$ cat src/rtl/ptr_sync_cmp.sv
// Gray pointer synchronizer with registered binary conversion and empty/full/level compare.
// Optional Gray-change error checker is built when PTR_SYNC_ERR_DET_EN is defined.
module ptr_sync_cmp #(
  parameter int ASIZE  = 4,
  parameter int STAGES = 2,
  parameter int MODE   = 0
) (
  input  logic             c_clk,
  input  logic             c_rst,
  input  logic [ASIZE:0]   ptr_g_in,
  input  logic [ASIZE:0]   local_ptr_b,
  output logic [ASIZE:0]   sync_ptr_g,
  output logic [ASIZE:0]   sync_ptr_b,
  output logic             upd,
  output logic             flag,
  output logic [ASIZE:0]   level,
  output logic             err,
  output logic [7:0]       err_cnt
);

  localparam logic [ASIZE:0] ONE = {{ASIZE{1'b0}}, 1'b1};

  function automatic logic [ASIZE:0] gray2bin(input logic [ASIZE:0] g);
    logic [ASIZE:0] b;
    b[ASIZE] = g[ASIZE];
    for (int i = ASIZE - 1; i >= 0; i--) begin
      b[i] = b[i+1] ^ g[i];
    end
    return b;
  endfunction

  // Clearing the lowest set bit leaves something only if two or more bits were set.
  function automatic logic multi_bit(input logic [ASIZE:0] d);
    return (d & (d - ONE)) != '0;
  endfunction

  logic [ASIZE:0] sync_r [STAGES];
  logic [ASIZE:0] prev_r;
  logic [ASIZE:0] bin_r;

  // synchronizer chain, prior-value register and binary conversion register
  always_ff @(posedge c_clk or negedge c_rst) begin
    if (!c_rst) begin
      for (int k = 0; k < STAGES; k++) begin
        sync_r[k] <= '0;
      end
      prev_r <= '0;
      bin_r  <= '0;
    end else begin
      sync_r[0] <= ptr_g_in;
      for (int k = 1; k < STAGES; k++) begin
        sync_r[k] <= sync_r[k-1];
      end
      prev_r <= sync_r[STAGES-1];
      bin_r  <= gray2bin(sync_r[STAGES-1]);
    end
  end

  assign sync_ptr_g = sync_r[STAGES-1];
  assign sync_ptr_b = bin_r;
  assign upd        = (sync_r[STAGES-1] != prev_r);

  // same-cycle occupancy and empty/full flag from converted remote and local pointer
  always_comb begin
    level = '0;
    flag  = 1'b0;
    if (MODE == 0) begin
      level = bin_r - local_ptr_b;
      flag  = (bin_r == local_ptr_b);
    end else begin
      level = local_ptr_b - bin_r;
      flag  = (bin_r[ASIZE] != local_ptr_b[ASIZE]) &&
              (bin_r[ASIZE-1:0] == local_ptr_b[ASIZE-1:0]);
    end
  end

`ifdef PTR_SYNC_ERR_DET_EN
  logic [7:0] cnt_r;

  assign err = multi_bit(sync_r[STAGES-1] ^ prev_r);

  // saturating count of illegal Gray transitions
  always_ff @(posedge c_clk or negedge c_rst) begin
    if (!c_rst) begin
      cnt_r <= 8'd0;
    end else if (err && (cnt_r != 8'hFF)) begin
      cnt_r <= cnt_r + 8'd1;
    end else begin
      cnt_r <= cnt_r;
    end
  end

  assign err_cnt = cnt_r;
`else
  assign err     = 1'b0;
  assign err_cnt = 8'd0;
`endif

endmodule

$ cat config.mk
export PLATFORM = sky130hd
export DESIGN_NAME = ptr_sync_cmp
export DESIGN_NICKNAME = d
export VERILOG_FILES = /design/src/rtl/ptr_sync_cmp.sv
export SDC_FILE = /design/constraint.sdc
export NUM_CORES = 1
export LEC_CHECK = 0
export BUFFER_PORTS_ARGS = -buffer_cell sky130_fd_sc_hd__buf_2
export CORE_MARGIN = 2
export CORE_UTILIZATION = 48
export DETAILED_ROUTE_END_ITERATION = 16
export GPL_TIMING_DRIVEN = 0
export PLACE_DENSITY = 0.88
export SLEW_MARGIN = 20
export SYNTH_ARGS = -nofsm -noshare
export SYNTH_HDL_FRONTEND = slang
export SYNTH_SLANG_ARGS = --single-unit
$ cat constraint.sdc
create_clock -name c_clk -period 3.5 [get_ports c_clk]
set_input_delay 0.525 -clock c_clk [delete_from_list [all_inputs] [get_ports c_clk]]
set_output_delay 0.525 -clock c_clk [all_outputs]
set_load 0.05 [all_outputs]
==> metrics.txt, run 1 <==
status finished clean; Top Ports 38; Clk pin slew, worst setup/hold paths 0.10 ns; period utilization 73.41%; CP peak stage delay 0.40 ns; share of layout cells above drive strength 1 43.12%; FF/Latch Area 475.5 um^2; crit path max fanout 2; Async S/R FF share, synth 100.0%; R2R depth 4; RSZ-0062 raised after global routing no; GRT Total Usage 13.44%; cts bufs inserted 3; DRC 0; Critical Path Sink Type primary output; CTS HTree Levels 1; DR pass1 iterations 1; setup violators final 0; Setup Total Neg Slack 0 ns; Leak 0.5940 nW; Min-Delay Path Class primary input to asynchronous set/reset pin; Post-synth EDFFs 0; clock group share of total power 16.7%; Post-CTS Setup Repair Bufs 0; Slowest-stage cell, CP fa_1; Synth area leader dfrtp_1; top cells by count, synth dfrtp_1, buf_4, inv_1, xnor2_1, xor2_1; register bit total from synthesis 19; fill count 146; via-per-instance ratio 3.993; Final Hold Violating Endpoints 0; pwr/cell area 572.4 nW/um^2; CP Launch Type register; final instance area 1085 um^2; most common cell in the netlist dfrtp_1; post-cts sizing count 0; critical path arrival 2.04 ns; Mapped Area 857.1 um^2; Clk Latency, worst-skew pair 0.29 ns; sequential power share 40.1%; CTS root buf clkbuf_4; most frequent CP cell inv_1; Via Count 535; crit-path cells inv_1 > ha_1 > inv_1 > fa_1 > a21o_1 > a21oi_1 > xnor2_1 > buf_2; Slew Viols, Final 0; number of diodes 0; top_reg_cell synth dfrtp_1; Initial Util 50.18%; number of nets in the layout 127; utilization after layout 63.52%; initial antenna violation count 0; total wire length 1.228 mm; syn_area_per_cell 12.42 um^2; DP Wirelength 1.038 mm; clock tree buffer depth 2; Multi-input gate area 272.8 um^2; Chip Width 46.26 um; CTS tree yes; reg-to-reg critical path endpoint sync_ptr_b[0]; Highest Clock Rate 389.2 MHz; worst vdd ir 303.4 uV; die area 2140 um^2; DRC marker count from the first detailed-route iteration 0; CTS sink cnt 19; Area growth, synth to finish 26.57%; Sw Pwr 0.2681 mW; Switching Share 43.19%; Worst Path Required 2.97 ns; Synth cell types 15; largest net degree at the start of global routing 20; Gate power share 43.2%; synth warn 0; RD Place Congestion 0.6291; Tmin final 2.569 ns; r2r startpoint sync_ptr_g[3]; max-cap violations 0; Core Region 1708 um^2; row count 15; Yosys top cell area share 55.47%; Mapped Cells 69; WS Path Type register to primary output; placed cell areas 1059 um^2; number of global-route vias before repair 502; drt wl/cell 9.164 um; IO Port Bufs 28; GRT overflow 0; first-pass GRT wire length 1.945 mm; Pint 0.3527 mW; Seq/Total Area, Yosys 55.47%; Die Span Y 46.26 um; skew final 0.004484 ns; flop2flop setup slack 2.22 ns; post-route ant nets 0; hold buffers post-CTS 0; synth top area cells dfrtp_1, buf_4, xnor2_1, xor2_1, ha_1
-- worst max-delay path, delay by kind of cell (launching register included) --
kind	cells	cell delay [ns]
XOR/XNOR	1	0.13
flip-flops	1	0.39
AO/OA/AOI/OAI	2	0.33
buffers and inverters	3	0.38
adder cells (fa/ha/maj)	2	0.53
-- cell usage in the layout (no fill, tap or decap), types with 3 or more instances in the layout --
cell type | synthesis | layout
buf_2 | 0 | 28
inv_1 | 7 | 7
clkbuf_4 | 0 | 3
ha_1 | 4 | 4
conb_1 | 1 | 9
xnor2_1 | 6 | 6
buf_4 | 15 | 15
xor2_1 | 6 | 6
dfrtp_1 | 19 | 19
-- cell type report --
| cell class | count | area share, % |
|---|---|---|
| timing repair buffer | 28 | 12.92 |
| tap | 25 | 2.884 |
| buffer | 15 | 10.38 |
| multi-input combinational | 36 | 25.14 |
| sequential | 19 | 43.83 |
| inverter | 7 | 2.422 |
| clock buffer | 4 | 2.422 |
-- power groups by stage --
stage | Sequential (mW) | Combinational (mW) | Clock [mW]
floorplan | 0.281 | 0.192 | 0
global placement | 0.252 | 0.266 | 0
detailed placement | 0.254 | 0.270 | 0
CTS | 0.249 | 0.270 | 0.111
global route | 0.251 | 0.287 | 0.118
finish | 0.249 | 0.268 | 0.103
-- flip-flops by register name, indices dropped and copies added, names as in the netlist --
name and flops:
sync_ptr_g 5, sync_r 5, sync_ptr_b 5, prev_r 4
-- stage by stage --
stage               std cells  total power, mW  worst slack, ns  hold WS, ns
floorplan                  77           0.4732           0.8368       0.2294
global placement          130           0.5174            1.056       0.3321
detailed placement        130           0.5241            1.044       0.3364
CTS                       134           0.6303           0.9048       0.1505
global route              134           0.6566           0.8128       0.1595
finish                    134           0.6209           0.9306       0.1531
-- worst max path at each step --
stage	from	to	slack (ns)	cells after the start
global route	sync_ptr_b[0]	level[4]	0.81	8
global placement	local_ptr_b[0]	level[4]	1.06	8
finish	sync_ptr_b[0]	level[4]	0.93	8
detailed placement	local_ptr_b[0]	level[4]	1.04	8
floorplan	sync_ptr_b[0]	level[4]	0.84	7
CTS	sync_ptr_b[0]	level[4]	0.90	8
-- metal layers --
| layer | routed length, um | track usage [%] |
|---|---|---|
| met2 | 632 | 23.89 |
| met3 | 104 | 3.529 |
| met4 | 0 | 8.571 |
| met5 | 0 | 0 |
| met1 | 491 | 13.66 |
-- logic make-up after synthesis --
group / after synthesis / synth area share [%]
buffers and inverters: 22 / 16.21
DFF: 19 / 55.47
xor gates and xnor gates: 13 / 14.16
adders and majority gates: 5 / 8.176
and+or+nand+nor: 5 / 2.626
AOI/OAI and AO/OA: 4 / 2.919
other: 1 / 0.4375
Note: power is estimated with default switching activity, not from simulation.
==> run 2: changes to the inputs <==
- CORE_UTILIZATION: 48 -> 41
- PLACE_DENSITY: 0.88 -> 0.81
- clock period: 3.5 -> 2.1 ns (I/O delays scaled with it)
==> run 2 against run 1 <==
The flow now finishes with violations (negative setup slack). Worst setup slack lost 1.1 ns. Non-clock buffer count is 2 higher. Global-route usage shrank 1.7 points. Final cell count up 3.0%. Cell area increased by 8.2%. Via count is 3.9% higher. Combinational power rose by 97%. Count of clock-buffer cells in the layout shrank 1. Critical path depth did not move. Sequential power increased by 67%. Worst hold slack got worse by 0.030 ns.
==> metrics.txt, run 2 (synthesis gave the netlist of run 1 again) <==
status finished, violations left (was finished clean); failing checks negative setup slack; drt wl/cell 9.667 um (was 9.164 um); DRC 0 (unchanged); WS Path Type register to primary output (unchanged); max-cap violations 0 (unchanged); Pint 0.6402 mW (was 0.3527 mW); Initial Util 43.69% (was 50.18%); RD Place Congestion 0.6978 (was 0.6291); Gate power share 47.2% (was 43.2%); Worst Path Required 1.78 ns (was 2.97 ns); flop2flop setup slack 0.80 ns (was 2.22 ns); utilization after layout 59.82% (was 63.52%); Sw Pwr 0.4766 mW (was 0.2681 mW); crit path max fanout 2 (unchanged); RSZ-0062 raised after global routing yes (was no); critical hold path startpoint ptr_g_in[0]; sequential power share 37.3% (was 40.1%); Switching Share 42.67% (was 43.19%); die area 2472 um^2 (was 2140 um^2); Area growth, synth to finish 36.93% (was 26.57%); Highest Clock Rate 448.1 MHz; most frequent CP cell inv_2 (was inv_1); Critical path buffers and inverters 3 (unchanged); largest net degree at the start of global routing 20 (unchanged); placed cell areas 1084 um^2 (was 1059 um^2); Clk Latency, worst-skew pair 0.29 ns (about the same); clock tree buffer depth 2 (unchanged); CP Launch Type register (unchanged); Slew Viols, Final 0 (unchanged); clock group share of total power 15.5% (was 16.7%); cts bufs inserted 3 (unchanged); R2R depth 4 (unchanged); IO Port Bufs 28 (unchanged); Final Hold Violating Endpoints 0 (unchanged); commonest non-fill, non-tap cells in the layout buf_2, dfrtp_1, buf_4 (unchanged); most common cell after layout, fill and taps aside buf_2 (unchanged); final setup margin -0.1319 ns (was 0.9306 ns); CP top delay family adder cells (unchanged); pwr/cell area 951.6 nW/um^2 (was 572.4 nW/um^2); crit-path cells inv_2 > ha_4 > inv_2 > fa_2 > a21o_1 > a21oi_2 > xnor2_2 > buf_6 (was inv_1 > ha_1 > inv_1 > fa_1 > a21o_1 > a21oi_1 > xnor2_1 > buf_2); CTS sink cnt 19 (unchanged); CTS HTree Levels 1 (unchanged); Hold Path Stages 1; number of global-route vias before repair 540 (was 502); Min-Delay Path Class primary input to register (was primary input to asynchronous set/reset pin); setup violators final 1 (was 0); critical path arrival 1.92 ns (was 2.04 ns); Leak 0.6252 nW (was 0.5940 nW); GRT Total Usage 11.72% (was 13.44%); CP peak stage delay 0.41 ns (was 0.40 ns); CTS tree yes (unchanged); first-pass GRT wire length 2.139 mm (was 1.945 mm); Via Count 556 (was 535); share of layout cells above drive strength 1 52.25% (was 43.12%); Tmin final 2.232 ns; Top Ports 38 (unchanged); reg-to-reg critical path endpoint sync_ptr_b[0] (unchanged); worst vdd ir 579.8 uV (was 303.4 uV); r2r startpoint sync_ptr_g[3] (unchanged); Critical Path Sink Type primary output (unchanged); initial antenna violation count 0 (unchanged); DRC marker count from the first detailed-route iteration 5 (was 0); period utilization 106.3%; number of diodes 0 (unchanged); final instance area 1174 um^2 (was 1085 um^2); number of nets in the layout 129 (was 127); via-per-instance ratio 4.029 (was 3.993); Chip Width 49.72 um (was 46.26 um); Slowest-stage cell, CP dfrtp_1 (was fa_1); Crit path depth 8 (unchanged); row count 16 (was 15); Die Span Y 49.72 um (was 46.26 um); Core Region 1962 um^2 (was 1708 um^2); CTS root buf clkbuf_4 (unchanged); DP Wirelength 1.024 mm (was 1.038 mm); DR pass1 iterations 2 (was 1); GRT overflow 0 (unchanged); post-route ant nets 0 (unchanged); skew final 0.003643 ns (was 0.004484 ns); Clk pin slew, worst setup/hold paths 0.10 ns (about the same); WHS Endpoint sync_r[5]; total wire length 1.334 mm (was 1.228 mm)
[run 2: area by class of cell]
| class | instances | area [um^2] |
|---|---|---|
| clock inverter | 1 | 5.005 |
| fill | 177 | 788.3 |
| buffer | 15 | 112.6 |
| tap | 27 | 33.78 |
| multi-input combinational | 36 | 317.8 |
| inverter | 7 | 26.28 |
| clock buffer | 3 | 22.52 |
| timing repair buffer | 30 | 180.2 |
| sequential | 19 | 475.5 |
[run 2: worst max-delay path by stage]
stage	end	slack [ns]	startpoint
floorplan	level[4]	-0.13	sync_ptr_b[0]
global placement	level[4]	-0.01	sync_ptr_b[0]
detailed placement	level[4]	-0.10	sync_ptr_b[0]
CTS	level[4]	-0.22	sync_ptr_b[0]
global route	level[4]	-0.24	sync_ptr_b[0]
finish	level[4]	-0.13	sync_ptr_b[0]
[run 2: worst register-to-register path, cell delays in order, from the launching register on]
cell and delay, ns:
dfrtp_1 0.44, xor2_1 0.20, xnor2_1 0.27, xnor2_2 0.16, xor2_1 0.16
[run 2: per-stage QoR]
| stage | instances | hold WS (ns) | power [mW] | setup TNS (ns) | setup WS, ns |
|---|---|---|---|---|---|
| 2_1_floorplan | 77 | 0.01941 | 0.8075 | -0.1340 | -0.1340 |
| 3_3_place_gp | 132 | 0.2544 | 0.8812 | -0.01409 | -0.01409 |
| 3_5_place_dp | 132 | 0.2658 | 0.8927 | -0.1001 | -0.1001 |
| 4_1_cts | 137 | 0.1085 | 1.096 | -0.2154 | -0.2154 |
| 5_1_grt | 138 | 0.09110 | 1.181 | -0.2849 | -0.2362 |
| 6_report | 138 | 0.1235 | 1.117 | -0.1319 | -0.1319 |
[run 2: repair_timing]
item                                   in CTS  in global routing
gates resized for setup                     6                  9
hold buffers                                1                  0
buffers inserted                            0                  1
endpoints found under the hold margin      19                  0
setup endpoints to repair                   3                  4
pin swaps                                   1                  0
[run 2: power groups by stage]
stage                     clock network (mW)  registers (mW)  logic, mW
after floorplan                            0           0.468      0.339
after global placement                     0           0.420      0.461
after detailed placement                   0           0.423      0.469
after CTS                              0.186           0.416      0.493
after global routing                   0.204           0.421      0.556
final                                  0.174           0.416      0.527
[run 2: routing by layer]
metal | up-vias | routed length (um) | track usage (%)
met3 | 2 | 141 | 3.939
met2 | 33 | 721 | 20.67
met1 | 248 | 460 | 11.85
met4 | 0 | 11 | 6.944
li1 | 273 | - | -
met5 | - | 0 | 0
